===== src/rtl/ufi_pkg.sv =====
// Shared UFI bus constants and the write arbiter state encoding.
package ufi_pkg;

    localparam int UFI_BUS_W         = 32;
    localparam int USI_BUS_W         = 32;
    localparam int UFI_SLAVE_SEL_MSB = 31;
    localparam int UFI_SLAVE_SEL_LSB = 28;

    typedef enum logic {
        ST_IDLE,
        ST_GRANT
    } arb_state_t;

endpackage


===== src/rtl/ufi_rr_picker.sv =====
// Combinational round-robin priority encoder: first requester after the last winner.
module ufi_rr_picker #(
    parameter int pMasterNum = 4
) (
    input  logic [pMasterNum-1:0]         req,
    input  logic [$clog2(pMasterNum)-1:0] last,
    output logic [$clog2(pMasterNum)-1:0] winner,
    output logic                          valid
);

    localparam int          IW = $clog2(pMasterNum);
    localparam int unsigned N  = pMasterNum;

    logic [IW-1:0] idx;

    always_comb begin
        winner = '0;
        valid  = 1'b0;
        idx    = '0;
        for (int unsigned i = 1; i <= N; i++) begin
            idx = IW'((32'(last) + i) % N);
            if (!valid && req[idx]) begin
                winner = idx;
                valid  = 1'b1;
            end
        end
    end

endmodule


===== src/rtl/ufi_write_arbiter.sv =====
// Round-robin arbiter sharing one UFI slave write bus among several masters,
// with a registered output path, a burst fairness limit and per-master lock.
module ufi_write_arbiter
    import ufi_pkg::*;
#(
    parameter int pUfiBusWidth = UFI_BUS_W,
    parameter int pUsiBusWidth = USI_BUS_W,
    parameter int pMasterNum   = 4,
    parameter int pBurstMax    = 16
) (
    input  logic                               iCLK,
    input  logic                               iRST,
    input  logic [pMasterNum*pUfiBusWidth-1:0] iMUfiWd,
    input  logic [pMasterNum*pUsiBusWidth-1:0] iMUfiWAdrs,
    input  logic [pMasterNum-1:0]              iMUfiWEd,
    input  logic [pMasterNum-1:0]              iMUfiLock,
    output logic [pMasterNum-1:0]              oMUfiRdy,
    output logic [pUfiBusWidth-1:0]            oSUfiWd,
    output logic [pUsiBusWidth-1:0]            oSUfiWAdrs,
    output logic                               oSUfiWEd,
    output logic [pMasterNum-1:0]              oGrant,
    output logic                               oBusy
);

    localparam int            IW        = $clog2(pMasterNum);
    localparam int            CW        = $clog2(pBurstMax + 1);
    localparam logic [CW-1:0] BURST_MAX = CW'(pBurstMax);

    arb_state_t              state, state_next;
    logic [IW-1:0]           owner, owner_next, last, last_next, pick;
    logic                    pick_valid;
    logic [CW-1:0]           count, count_next, count_inc;
    logic [pMasterNum-1:0]   owner_oh, others_req, rdy_next;
    logic                    beat, hit, release_now, busy_next;
    logic [pUfiBusWidth-1:0] wd_arr   [pMasterNum];
    logic [pUsiBusWidth-1:0] adrs_arr [pMasterNum];

    always_comb begin
        for (int unsigned m = 0; m < pMasterNum; m++) begin
            wd_arr[m]   = iMUfiWd[m*pUfiBusWidth +: pUfiBusWidth];
            adrs_arr[m] = iMUfiWAdrs[m*pUsiBusWidth +: pUsiBusWidth];
        end
    end

    ufi_rr_picker #(
        .pMasterNum(pMasterNum)
    ) u_picker (
        .req   (iMUfiWEd),
        .last  (last),
        .winner(pick),
        .valid (pick_valid)
    );

    assign owner_oh    = pMasterNum'(1) << owner;
    assign others_req  = iMUfiWEd & ~owner_oh;
    assign beat        = (state == ST_GRANT) && iMUfiWEd[owner] && oMUfiRdy[owner];
    assign count_inc   = (count == BURST_MAX) ? count : count + 1'b1;
    assign hit         = beat && (count_inc == BURST_MAX);
    assign release_now = (state == ST_GRANT) && !iMUfiLock[owner] &&
                         (!iMUfiWEd[owner] || (hit && |others_req));

    always_comb begin
        state_next = state;
        owner_next = owner;
        last_next  = last;
        count_next = count;
        unique case (state)
            ST_IDLE: begin
                if (pick_valid) begin
                    state_next = ST_GRANT;
                    owner_next = pick;
                    count_next = '0;
                end
            end
            ST_GRANT: begin
                if (release_now) begin
                    state_next = ST_IDLE;
                    last_next  = owner;
                    count_next = '0;
                end else if (beat) begin
                    // Alone at the limit: restart the window; locked with waiters: saturate.
                    count_next = (hit && !(|others_req)) ? '0 : count_inc;
                end
            end
            default: state_next = ST_IDLE;
        endcase
    end

    always_comb begin
        rdy_next  = (state_next == ST_GRANT) ? (pMasterNum'(1) << owner_next) : '0;
        busy_next = (state_next == ST_GRANT);
    end

    always_ff @(posedge iCLK) begin
        if (!iRST) begin
            state      <= ST_IDLE;
            owner      <= '0;
            last       <= IW'(pMasterNum - 1);
            count      <= '0;
            oMUfiRdy   <= '0;
            oGrant     <= '0;
            oBusy      <= 1'b0;
            oSUfiWEd   <= 1'b0;
            oSUfiWd    <= '0;
            oSUfiWAdrs <= '0;
        end else begin
            state    <= state_next;
            owner    <= owner_next;
            last     <= last_next;
            count    <= count_next;
            oMUfiRdy <= rdy_next;
            oGrant   <= rdy_next;
            oBusy    <= busy_next;
            oSUfiWEd <= beat;
            if (beat) begin
                oSUfiWd    <= wd_arr[owner];
                oSUfiWAdrs <= adrs_arr[owner];
            end
        end
    end

endmodule


===== config.mk =====
export PLATFORM = sky130hd
export DESIGN_NAME = ufi_write_arbiter
export DESIGN_NICKNAME = d
export VERILOG_FILES = /design/src/rtl/ufi_pkg.sv /design/src/rtl/ufi_rr_picker.sv /design/src/rtl/ufi_write_arbiter.sv
export SDC_FILE = /design/constraint.sdc
export NUM_CORES = 1
export LEC_CHECK = 0
export BUFFER_PORTS_ARGS = -buffer_cell sky130_fd_sc_hd__buf_2
export CELL_PAD_IN_SITES_DETAIL_PLACEMENT = 1
export CELL_PAD_IN_SITES_GLOBAL_PLACEMENT = 1
export CORE_ASPECT_RATIO = 0.5
export CORE_MARGIN = 8
export CORE_UTILIZATION = 27
export DETAILED_ROUTE_END_ITERATION = 10
export HOLD_SLACK_MARGIN = 0.1
export PLACE_DENSITY = 0.76
export SYNTH_ARGS = -nofsm -noshare
export SYNTH_HDL_FRONTEND = slang
export SYNTH_SLANG_ARGS = --single-unit
export TNS_END_PERCENT = 100

===== constraint.sdc =====
create_clock -name iCLK -period 1.9 [get_ports iCLK]
set_clock_uncertainty 0.15 [all_clocks]
set_input_delay 0.38 -clock iCLK [delete_from_list [all_inputs] [get_ports iCLK]]
set_output_delay 0.38 -clock iCLK [all_outputs]
set_load 0.03 [all_outputs]

Word-level counts from Yosys, hierarchy flattened
Index checks and enable logic that the tools add are counted.
{"block": "word_totals", "word_cells": 89, "mem_bits_rw": 0, "in_bits": 266, "latch_bits": 0, "out_inout_bits": 74, "register_bits": 79, "memories": 0, "mem_bits_ro": 0}
{"block": "classes", "n_mux": 39, "reduce_logical": 21, "n_eq_ne": 4, "n_bitwise": 4, "n_div": 0, "add_sub_neg": 5, "shifts": 2, "order_cmp": 6, "multipliers": 0}
{"cell": "$bmux 32 s2", "count": 2}
{"cell": "$mux 32", "count": 4}
{"cell": "$mux 5", "count": 5}
{"cell": "$lt 2x3->1 const B", "count": 5}
{"cell": "$bmux 1 s2", "count": 7}
{"cell": "$mux 1", "count": 13}
{"cell": "$mux 2", "count": 6}
{"cell": "$eq 5x5->1 const B", "count": 2}
{"cell": "$logic_and 1x1->1", "count": 10}
{"cell": "$pmux 5 s2", "count": 1}
{"cell": "$shl 1x2->4 const A", "count": 2}
{"cell": "$logic_not 1->1", "count": 6}
{"cell": "$reduce_and 2->1", "count": 3}
{"cell": "$add 5x1->5 const B", "count": 1}
{"cell": "$add 2x1->2 const B", "count": 2}
{"cell": "$add 2x2->2 const B", "count": 2}
{"cell": "$and 4x4->4", "count": 1}
{"cell": "$not 4->4", "count": 1}
{"cell": "$reduce_or 4->1", "count": 1}
{"cell": "$ge 3x3->1 const B", "count": 1}
{"cell": "$ne 3x1->1 const B", "count": 1}
{"cell": "$not 2->3", "count": 1}
{"cell": "$ne 2x2->1 const B", "count": 1}
{"cell": "$pmux 1 s2", "count": 1}
{"cell": "2 further kinds", "count": 2}

Longest topological paths before layout
Gate-level depths: netlist of the first run.
{"block": "depth", "depth_word": 16, "ltp_mapped": 8, "mapped_depth_nobuf": 8}

Modules after synthesis
From an unflattened synthesis of the first run, not the netlist that was laid out.
{"block": "unflattened", "cells_unflattened": 478, "area_unflattened_um2": 4664.5}
{"module": "ufi_write_arbiter", "seq_area_each_um2": 1581.5, "area_each_um2": 4573.1, "cells_each": 464, "instances": 1}
{"module": "ufi_rr_picker", "seq_area_each_um2": 0.0, "area_each_um2": 91.3, "cells_each": 14, "instances": 1}

Least setup slack after synthesis of the first run
OpenSTA, ideal clock, no wires.
{"block": "synth_path", "kind": "reg-to-reg", "startpoint": "register state", "endpoint": "register last[0]", "required_ns": 1.610, "path_buffers": 0, "setup_time_ns": 0.140, "synth_period_minus_slack_ns": 2.046, "t_arrival_ns": 1.756, "path_stages_with_launch": 7, "setup_slack_ns": -0.146, "cell_sequence": "dfxtp_1 > inv_1 > nor4_1 > or2_4 > nand4_2 > a21oi_4 > o221ai_1"}
{"block": "synth_between", "elab_chain_len": 7, "elab_cells_between_ends": 8, "classes_between": "reduce/logical (8)"}
{"element": "start, declared", "line": "ufi_write_arbiter.sv:29", "rtl": "arb_state_t state, state_next;"}
{"element": "start signal, assigned", "line": "ufi_write_arbiter.sv:107", "rtl": "state <= state_next;"}
{"element": "$logic_and 1x1->1 (2 in series)", "line": "ufi_write_arbiter.sv:56", "rtl": "assign beat = (state == ST_GRANT) && iMUfiWEd[owner] && oMUfiRdy[owner];"}
{"element": "$logic_and 1x1->1", "line": "ufi_write_arbiter.sv:58", "rtl": "assign hit = beat && (count_inc == BURST_MAX);"}
{"element": "$logic_and 1x1->1", "line": "ufi_write_arbiter.sv:60", "rtl": "(!iMUfiWEd[owner] || (hit && |others_req));"}
{"element": "$logic_or 1x1->1", "line": "ufi_write_arbiter.sv:60"}
{"element": "$logic_and 1x1->1", "line": "ufi_write_arbiter.sv:59", "rtl": "assign release_now = (state == ST_GRANT) && !iMUfiLock[owner] &&"}
{"element": "$reduce_and 2->1 (no source line) (*)"}
{"element": "end signal, assigned", "line": "ufi_write_arbiter.sv:98", "rtl": "last <= IW'(pMasterNum - 1);"}
{"element": "end signal, assigned", "line": "ufi_write_arbiter.sv:109", "rtl": "last <= last_next;"}
{"element": "end, declared", "line": "ufi_write_arbiter.sv:30", "rtl": "logic [IW-1:0] owner, owner_next, last, last_next, pick;"}
Mark *: on every way between the ends. The rest lies on a longest branch, timed or not.
A chain may end at the register's enable or synchronous reset.

Worst setup path in the final report of the first run
{"block": "layout_path", "startpoint": "register owner[1]", "endpoint": "register count[0]"}
{"block": "layout_between", "elab_chain_len": 10, "elab_cells_between_ends": 27, "classes_between": "eq/ne (1); shift (1); mux (10); bitwise (2); reduce/logical (13)"}
{"element": "start, declared", "line": "ufi_write_arbiter.sv:30"}
{"element": "start signal, assigned", "line": "ufi_write_arbiter.sv:108", "rtl": "owner <= owner_next;"}
{"element": "$bmux 1 s2 / $shl 1x2->4 (equally long branches)", "line": "ufi_write_arbiter.sv:56, ufi_write_arbiter.sv:60, ufi_write_arbiter.sv:54"}
{"element": "$mux 1 (implied by the code) / $not 4->4 (equally long branches)", "line": "ufi_write_arbiter.sv:56, ufi_write_arbiter.sv:60, ufi_write_arbiter.sv:55"}
{"element": "$logic_and 1x1->1 / $and 4x4->4 (equally long branches)", "line": "ufi_write_arbiter.sv:56, ufi_write_arbiter.sv:55"}
{"element": "$logic_and 1x1->1 / $reduce_or 4->1 (equally long branches)", "line": "ufi_write_arbiter.sv:56, ufi_write_arbiter.sv:60, ufi_write_arbiter.sv:82"}
{"element": "$logic_and 1x1->1 / $logic_not 1->1 (equally long branches)", "line": "ufi_write_arbiter.sv:58, ufi_write_arbiter.sv:82"}
{"element": "$logic_and 1x1->1, on equally long branches", "line": "ufi_write_arbiter.sv:82, ufi_write_arbiter.sv:60"}
{"element": "$mux 5 / $logic_or 1x1->1 (equally long branches)", "line": "ufi_write_arbiter.sv:82, ufi_write_arbiter.sv:60"}
{"element": "$mux 5 / $logic_and 1x1->1 (equally long branches)", "line": "ufi_write_arbiter.sv:80, ufi_write_arbiter.sv:59"}
{"element": "$mux 5 / $ne 3x1->1 (equally long branches)"}
{"element": "$pmux 5 s2 / $reduce_and 2->1 (equally long branches)"}
{"element": "end signal, assigned", "line": "ufi_write_arbiter.sv:110", "rtl": "count <= count_next;"}
{"element": "end, declared", "line": "ufi_write_arbiter.sv:32", "rtl": "logic [CW-1:0] count, count_next, count_inc;"}
Several ways; a longest one is shown, not always the timed one. The select of a mux whose other input is x is not followed.

==> results.json, run 1 <==
{
  "run_status": "complete, but fails checks",
  "violations": "setup timing",
  "antenna_found_initial": 1,
  "r2r_slack_ns": -0.15,
  "clkSinkCount": 79,
  "synth_seq_cells": 79,
  "synth-xor-area-share_pct": 0.353,
  "fmax_mhz": 488,
  "power_uw": 5180,
  "cp-end-kind": "flop",
  "slowest_delay_ns": 0.54,
  "cts_buffer_depth": 2,
  "root_buffer": "clkbuf_16",
  "portBuffers": 339,
  "yosys.cell_types.count": 44,
  "crit_arrival_ns": 2.16,
  "min_from": "iRST",
  "initial_core_util_pct": 27.2,
  "max_slew_margin_pct": 61.7,
  "finalCritPeriodShare_pct": 108,
  "die_y_um": 112,
  "area_delta_synth_final_pct": 67.1,
  "antenna_left": 0,
  "finalCriticalPeriod_ns": 2.05,
  "synth_async_sr_flop_share_pct": 0,
  "synth_mux_area_share_pct": 32.0,
  "maxCapViolations": 0,
  "timing.rr.start": "owner[1]",
  "hold-path-endpoint": "last[0]",
  "yosysMostFrequentCell": "nand2_1",
  "grt_pass1_wl_mm": 36.7,
  "synth_top_cell_by_area": "dfxtp_1",
  "clock_latency_ns": 0.34,
  "drive_gt1_share_pct": 66.7,
  "dp.cells": 1054,
  "nets": 1121,
  "overflow": 0,
  "drt_iter0_markers": 211,
  "yosys_warnings": 0,
  "yosys.area_share.simple_pct": 16.5,
  "ys_seq_area_share_pct": 31.9,
  "synth_edf_count": 0,
  "track_usage_pct": 20.4,
  "synthTopCellsByCount": "nand2_1, dfxtp_1, mux4_2, a21boi_1, clkbuf_1",
  "critPathKind": "reg -> reg",
  "core_sq_um": 18200,
  "firstDrtPassIters": 4,
  "ys_top_cells_by_area": "dfxtp_1, mux4_2, nand2_1",
  "drc": 0,
  "synth_compound_area_share_pct": 13.5,
  "reg2reg_depth": 7,
  "finalWeightedCongestion": 0.899,
  "hold_violations": 0,
  "synth_ff_type": "dfxtp_1",
  "leakagePower_uw": 0.00360,
  "grt_pass1_vias": 6047,
  "crit_slowest_cell": "mux4_2",
  "worst-path-max-fanout": 7,
  "hold_path.class": "in -> reg",
  "dp_hpwl_mm": 18.5,
  "holdPathStages": 2,
  "num_io_pins": 340,
  "crit_chain": "buf_6 > mux4_2 > o21ai_4 > o31ai_4 > nor3_2 > o221ai_2 > a21boi_1",
  "r2r-end": "count[0]",
  "drv_slew": 0,
  "vias_per_cell": 4.96,
  "rsz0062_at_grt": "true",
  "cts.reportedPaths.clkPinSlew_ns": 0.06,
  "routedWlPerCell_um": 22.9,
  "cts_tree": "done",
  "syn_inst": 484,
  "routed-via-count": 5438,
  "worstSetupStartpointType": "flop",
  "synth_fp_nets": 752,
  "cts_made_buffers": 9,
  "synth_top_family_by_area": "multiplexers",
  "tightest_slew_ns": 0.559,
  "avgSynthCellArea_sq_um": 10.2,
  "stdcell_count": 1096,
  "yosysTopAreaCellShare_pct": 31.9,
  "ir_worst_vdd_mv": 0.431,
  "grt_start_max_net_pins": 37,
  "synth_fa_ha_area_share_pct": 0.505,
  "syn-cell-area_sq_um": 4960,
  "p_per_area_nw_per_um2": 625,
  "die_w_um": 208,
  "required_ns": 2.01,
  "fill_cells": 2120,
  "routed_wl_mm": 25.1,
  "cts_max_level": 3,
  "finalSetupViolations": 76,
  "rows": 35,
  "dieArea_sq_um": 23200,
  "fin_ws_ns": -0.149
}
[cells in the final DEF, fill, tap and decap left out, types with 3 or more instances in the layout]
cell type and n:
a21boi_1 42, a21boi_2 23, and2_1 3, buf_12 6
buf_16 9, buf_2 339, buf_4 40, buf_6 6
clkbuf_16 13, dfxtp_1 74, dfxtp_4 4, inv_1 4
mux2i_1 7, mux4_2 66, nand2_1 106, nand2_2 10
nand2_4 22, nand3_1 6, nor2_1 9, nor2b_1 6
o221ai_1 3
[critical path, delay by kind of cell, from the launching register on]
| kind | cells | cell delay, ns |
|---|---|---|
| AO/OA/AOI/OAI | 4 | 0.55 |
| buffers and inverters | 1 | 0.12 |
| flip-flops | 1 | 0.44 |
| multiplexers | 1 | 0.54 |
| AND/OR/NAND/NOR | 1 | 0.15 |
[report_power, final]
| part | internal, uW | switching [uW] |
|---|---|---|
| registers | 1730 | 74.4 |
| logic | 886 | 811 |
| clock network | 1010 | 659 |
| total | 3630 | 1540 |
[routing by layer]
layer	global-route usage, %	share of wire [%]	routed length, um
met1	24.0	41	10200
met2	38.0	54	13500
met3	3.84	3.7	938
met4	4.94	1.5	381
met5	0	0	0
[worst max-delay path by stage]
stage	startpoint	end	slack (ns)
finish	owner[1]	count[0]	-0.15
global route	owner[1]	oSUfiWAdrs[1]	-0.21
CTS	count[1]	oGrant[3]	-0.11
detailed placement	iMUfiWEd[3]	oGrant[3]	-0.25
global placement	iMUfiWEd[3]	oGrant[0]	-0.10
floorplan	count[0]	last[0]	-0.01
[metrics by stage]
step | utilization (%) | worst slack, ns | setup TNS [ns] | area, sq um | hold slack [ns]
finish | 45.5 | -0.149 | -7.14 | 8280 | 0.239
global route | 45.5 | -0.210 | -12.33 | 8280 | 0.244
CTS | 43.1 | -0.106 | -2.36 | 7860 | 0.214
detailed placement | 39.0 | -0.250 | -8.98 | 7100 | 0.289
global placement | 39.0 | -0.100 | -3.40 | 7100 | 0.285
floorplan | - | -0.00971 | -0.0205 | 4990 | 0.327
[cell families (layout without fill, tap and decap cells)]
kind of cell / count (synthesis) / in the layout
xor+xnor: 2 / 2
other cells: 0 / 1
simple gates: 186 / 186
compound gates: 87 / 87
flops: 79 / 79
fa+ha+maj: 2 / 2
mux: 76 / 76
buf+inv: 52 / 423
[flip-flops by register name (all words and copies together), names as in the netlist]
| register | count |
|---|---|
| last | 2 |
| owner | 2 |
| oSUfiWd | 32 |
| oGrant | 4 |
| count | 5 |
| oSUfiWEd | 1 |
| state | 1 |
| oSUfiWAdrs | 32 |
[what timing repair did]
action                                  4_1_cts  5_1_grt
setup buffers                                13        4
pin swaps                                     8       54
hold buffers                                  0        0
endpoints found under the setup margin       77       77
gates resized for setup                      44       83
cloned                                        8        3
[layout make-up]
type,count,area [sq um],area share (%)
inverter,6,22.5,0.272
clock buffer,13,282,3.40
sequential,79,1600,19.3
tap,240,300,3.62
timing repair buffer,404,2520,30.4
antenna,1,2.50,0.0302
multi-input combinational,353,3560,42.9
Note: power is estimated with default switching activity, not from simulation.
==> inputs of run 2 (changes only) <==
--- a/config.mk
+++ b/config.mk
@@ -14,6 +14,7 @@
 export DETAILED_ROUTE_END_ITERATION = 10
 export HOLD_SLACK_MARGIN = 0.1
 export PLACE_DENSITY = 0.76
+export RECOVER_POWER = 25
 export SYNTH_ARGS = -nofsm -noshare
 export SYNTH_HDL_FRONTEND = slang
 export SYNTH_SLANG_ARGS = --single-unit
==> constraint.sdc (replaced) <==
create_clock -name iCLK -period 1.9 [get_ports iCLK]
set_clock_uncertainty 0.15 [all_clocks]
set_input_delay 0.285 -clock iCLK [delete_from_list [all_inputs] [get_ports iCLK]]
set_output_delay 0.285 -clock iCLK [all_outputs]
set_load 0.03 [all_outputs]
==> run 2 against run 1 <==
The flow still finishes with violations (setup timing). Flip-flop and latch count unchanged. Clock power up 16%. Largest cell class unchanged. Combinational power up 12%. Hold slack worse by 0.11 ns. Maximum frequency down 1.2%. Highest routed layer is now met5. Register-to-register slack worse by 0.02 ns. Cell area up 6.7%. Largest power group is now clock. Critical path type unchanged. Wire length up 1.1%. Power up 8.7%. Sequential share of layout area down 1.2 points. Die area unchanged. Count of clock-buffer cells in the layout down 4.
==> results.json, run 2 (same netlist as run 1, synthesis figures left out) <==
{
  "vias_per_cell": 4.99,
  "finalCritPeriodShare_pct": 109,
  "holdWs_ns": 0.132,
  "clock_latency_ns": 0.35,
  "min_from": "iRST",
  "p_per_area_nw_per_um2": 637,
  "reg.largest.list": "oSUfiWAdrs: 32 flops, oSUfiWd: 32 flops, count: 5 flops",
  "initial_core_util_pct": 27.2,
  "critPathKind": "reg -> reg",
  "core_sq_um": 18200,
  "dp_hpwl_mm": 17.7,
  "die_w_um": 208,
  "clkSinkCount": 79,
  "firstDrtPassIters": 4,
  "cts_made_buffers": 9,
  "overflow": 0,
  "finalWeightedCongestion": 0.956,
  "rsz0062_at_grt": "true",
  "cp-end-kind": "flop",
  "cts.reportedPaths.clkPinSlew_ns": 0.07,
  "ir_worst_vdd_mv": 0.398,
  "run_status": "complete, but fails checks",
  "drt_iter0_markers": 332,
  "holdPathStages": 2,
  "grt_start_max_net_pins": 42,
  "r2r_slack_ns": -0.17,
  "hold_path.class": "in -> reg",
  "worstSetupStartpointType": "flop",
  "antenna_found_initial": 1,
  "post-route-util_pct": 48.5,
  "grt_pass1_wl_mm": 33.0,
  "finalCriticalPeriod_ns": 2.07,
  "routedWlPerCell_um": 22.9,
  "finalSetupViolations": 76,
  "timing.rr.start": "count[0]",
  "num_io_pins": 340,
  "max_slew_margin_pct": 66.8,
  "root_buffer": "clkbuf_16",
  "reg2reg_depth": 7,
  "drc": 0,
  "cts_buffer_depth": 2,
  "leakagePower_uw": 0.00396,
  "violations": "setup timing",
  "area_delta_synth_final_pct": 78.3,
  "tns_ns": -4.17,
  "dp.cells": 1059,
  "die_y_um": 112,
  "crit_arrival_ns": 2.20,
  "track_usage_pct": 17.8,
  "layout_commonest_cell": "buf_2",
  "routed_wl_mm": 25.4,
  "hold_violations": 0,
  "dieArea_sq_um": 23200,
  "fin_ws_ns": -0.173,
  "routed-via-count": 5539,
  "nets": 1131,
  "cts_tree": "done",
  "stdcell_count": 1109,
  "mostFrequentLayoutCells": "buf_2, dfxtp_1, mux4_2, nand2_4, nand2_1",
  "tightest_slew_ns": 0.483,
  "fmax_mhz": 483,
  "maxCapViolations": 0,
  "cts_max_level": 3,
  "ctsHoldBuffers": 0,
  "required_ns": 2.03,
  "fill_cells": 2069,
  "antenna_left": 0,
  "r2r-end": "last[1]",
  "worst-path-max-fanout": 7,
  "drv_slew": 0,
  "grt_pass1_vias": 5911,
  "drive_gt1_share_pct": 73.6,
  "rows": 35,
  "portBuffers": 339,
  "hold-path-endpoint": "last[0]"
}
==> run 2: what timing repair did <==
item / CTS / global route
pin swaps: 3 / 86
setup buffers: 2 / 13
gates cloned: 1 / 17
endpoints found under the setup margin: 40 / 77
resized for setup: 12 / 231
==> run 2: critical path, cell delays in order, from the launching register on <==
cell and delay (ns):
dfxtp_4 0.36, ha_4 0.16, xnor2_1 0.13, or3b_4 0.41, a21oi_4 0.20, nand4_4 0.11, a21oi_4 0.27, mux2i_1 0.20
==> run 2: worst max path at each step <==
stage	depth (start not counted)	slack (ns)	endpoint	start
after floorplan	7	-0.02	count[0]	owner[0]
after global placement	7	-0.08	last[0]	count[1]
after detailed placement	7	-0.14	last[0]	count[1]
after CTS	7	-0.13	last[0]	count[0]
after global routing	7	-0.27	last[0]	count[1]
final	7	-0.17	last[1]	count[0]
==> run 2: metal layers <==
| layer | GRT usage, % | up-vias | wire (um) |
|---|---|---|---|
| li1 | - | 2532 | - |
| met5 | 0 | - | 12 |
| met1 | 19.2 | 2802 | 9700 |
| met4 | 4.19 | 2 | 442 |
| met3 | 5.10 | 34 | 1510 |
| met2 | 34.0 | 169 | 13700 |
==> run 2: area by class of cell <==
cell class | instances | area [sq um] | share of cell area [%]
Clock inverter | 7 | 103 | 1.16
Sequential cell | 79 | 1600 | 18.0
Antenna cell | 1 | 2.50 | 0.0283
Multi-Input combinational cell | 353 | 3920 | 44.3
Inverter | 6 | 22.5 | 0.255
Timing Repair Buffer | 414 | 2680 | 30.3
Clock buffer | 9 | 225 | 2.55
Tap cell | 240 | 300 | 3.40
==> run 2: where the power goes <==
part           total (uW)  internal [uW]  leakage [uW]  switching, uW
registers            1790           1730      0.000643           59.8
clock network        1940           1170      0.000157            773
logic                1900            955       0.00316            943
==> run 2: through the flow <==
stage	total power (uW)	cell area, sq um	setup WS [ns]
2_1_floorplan	2690	4980	-0.0208
3_3_place_gp	3220	7130	-0.0751
3_5_place_dp	3270	7130	-0.144
4_1_cts	5260	7550	-0.134
5_1_grt	5870	8840	-0.272
6_report	5630	8840	-0.173
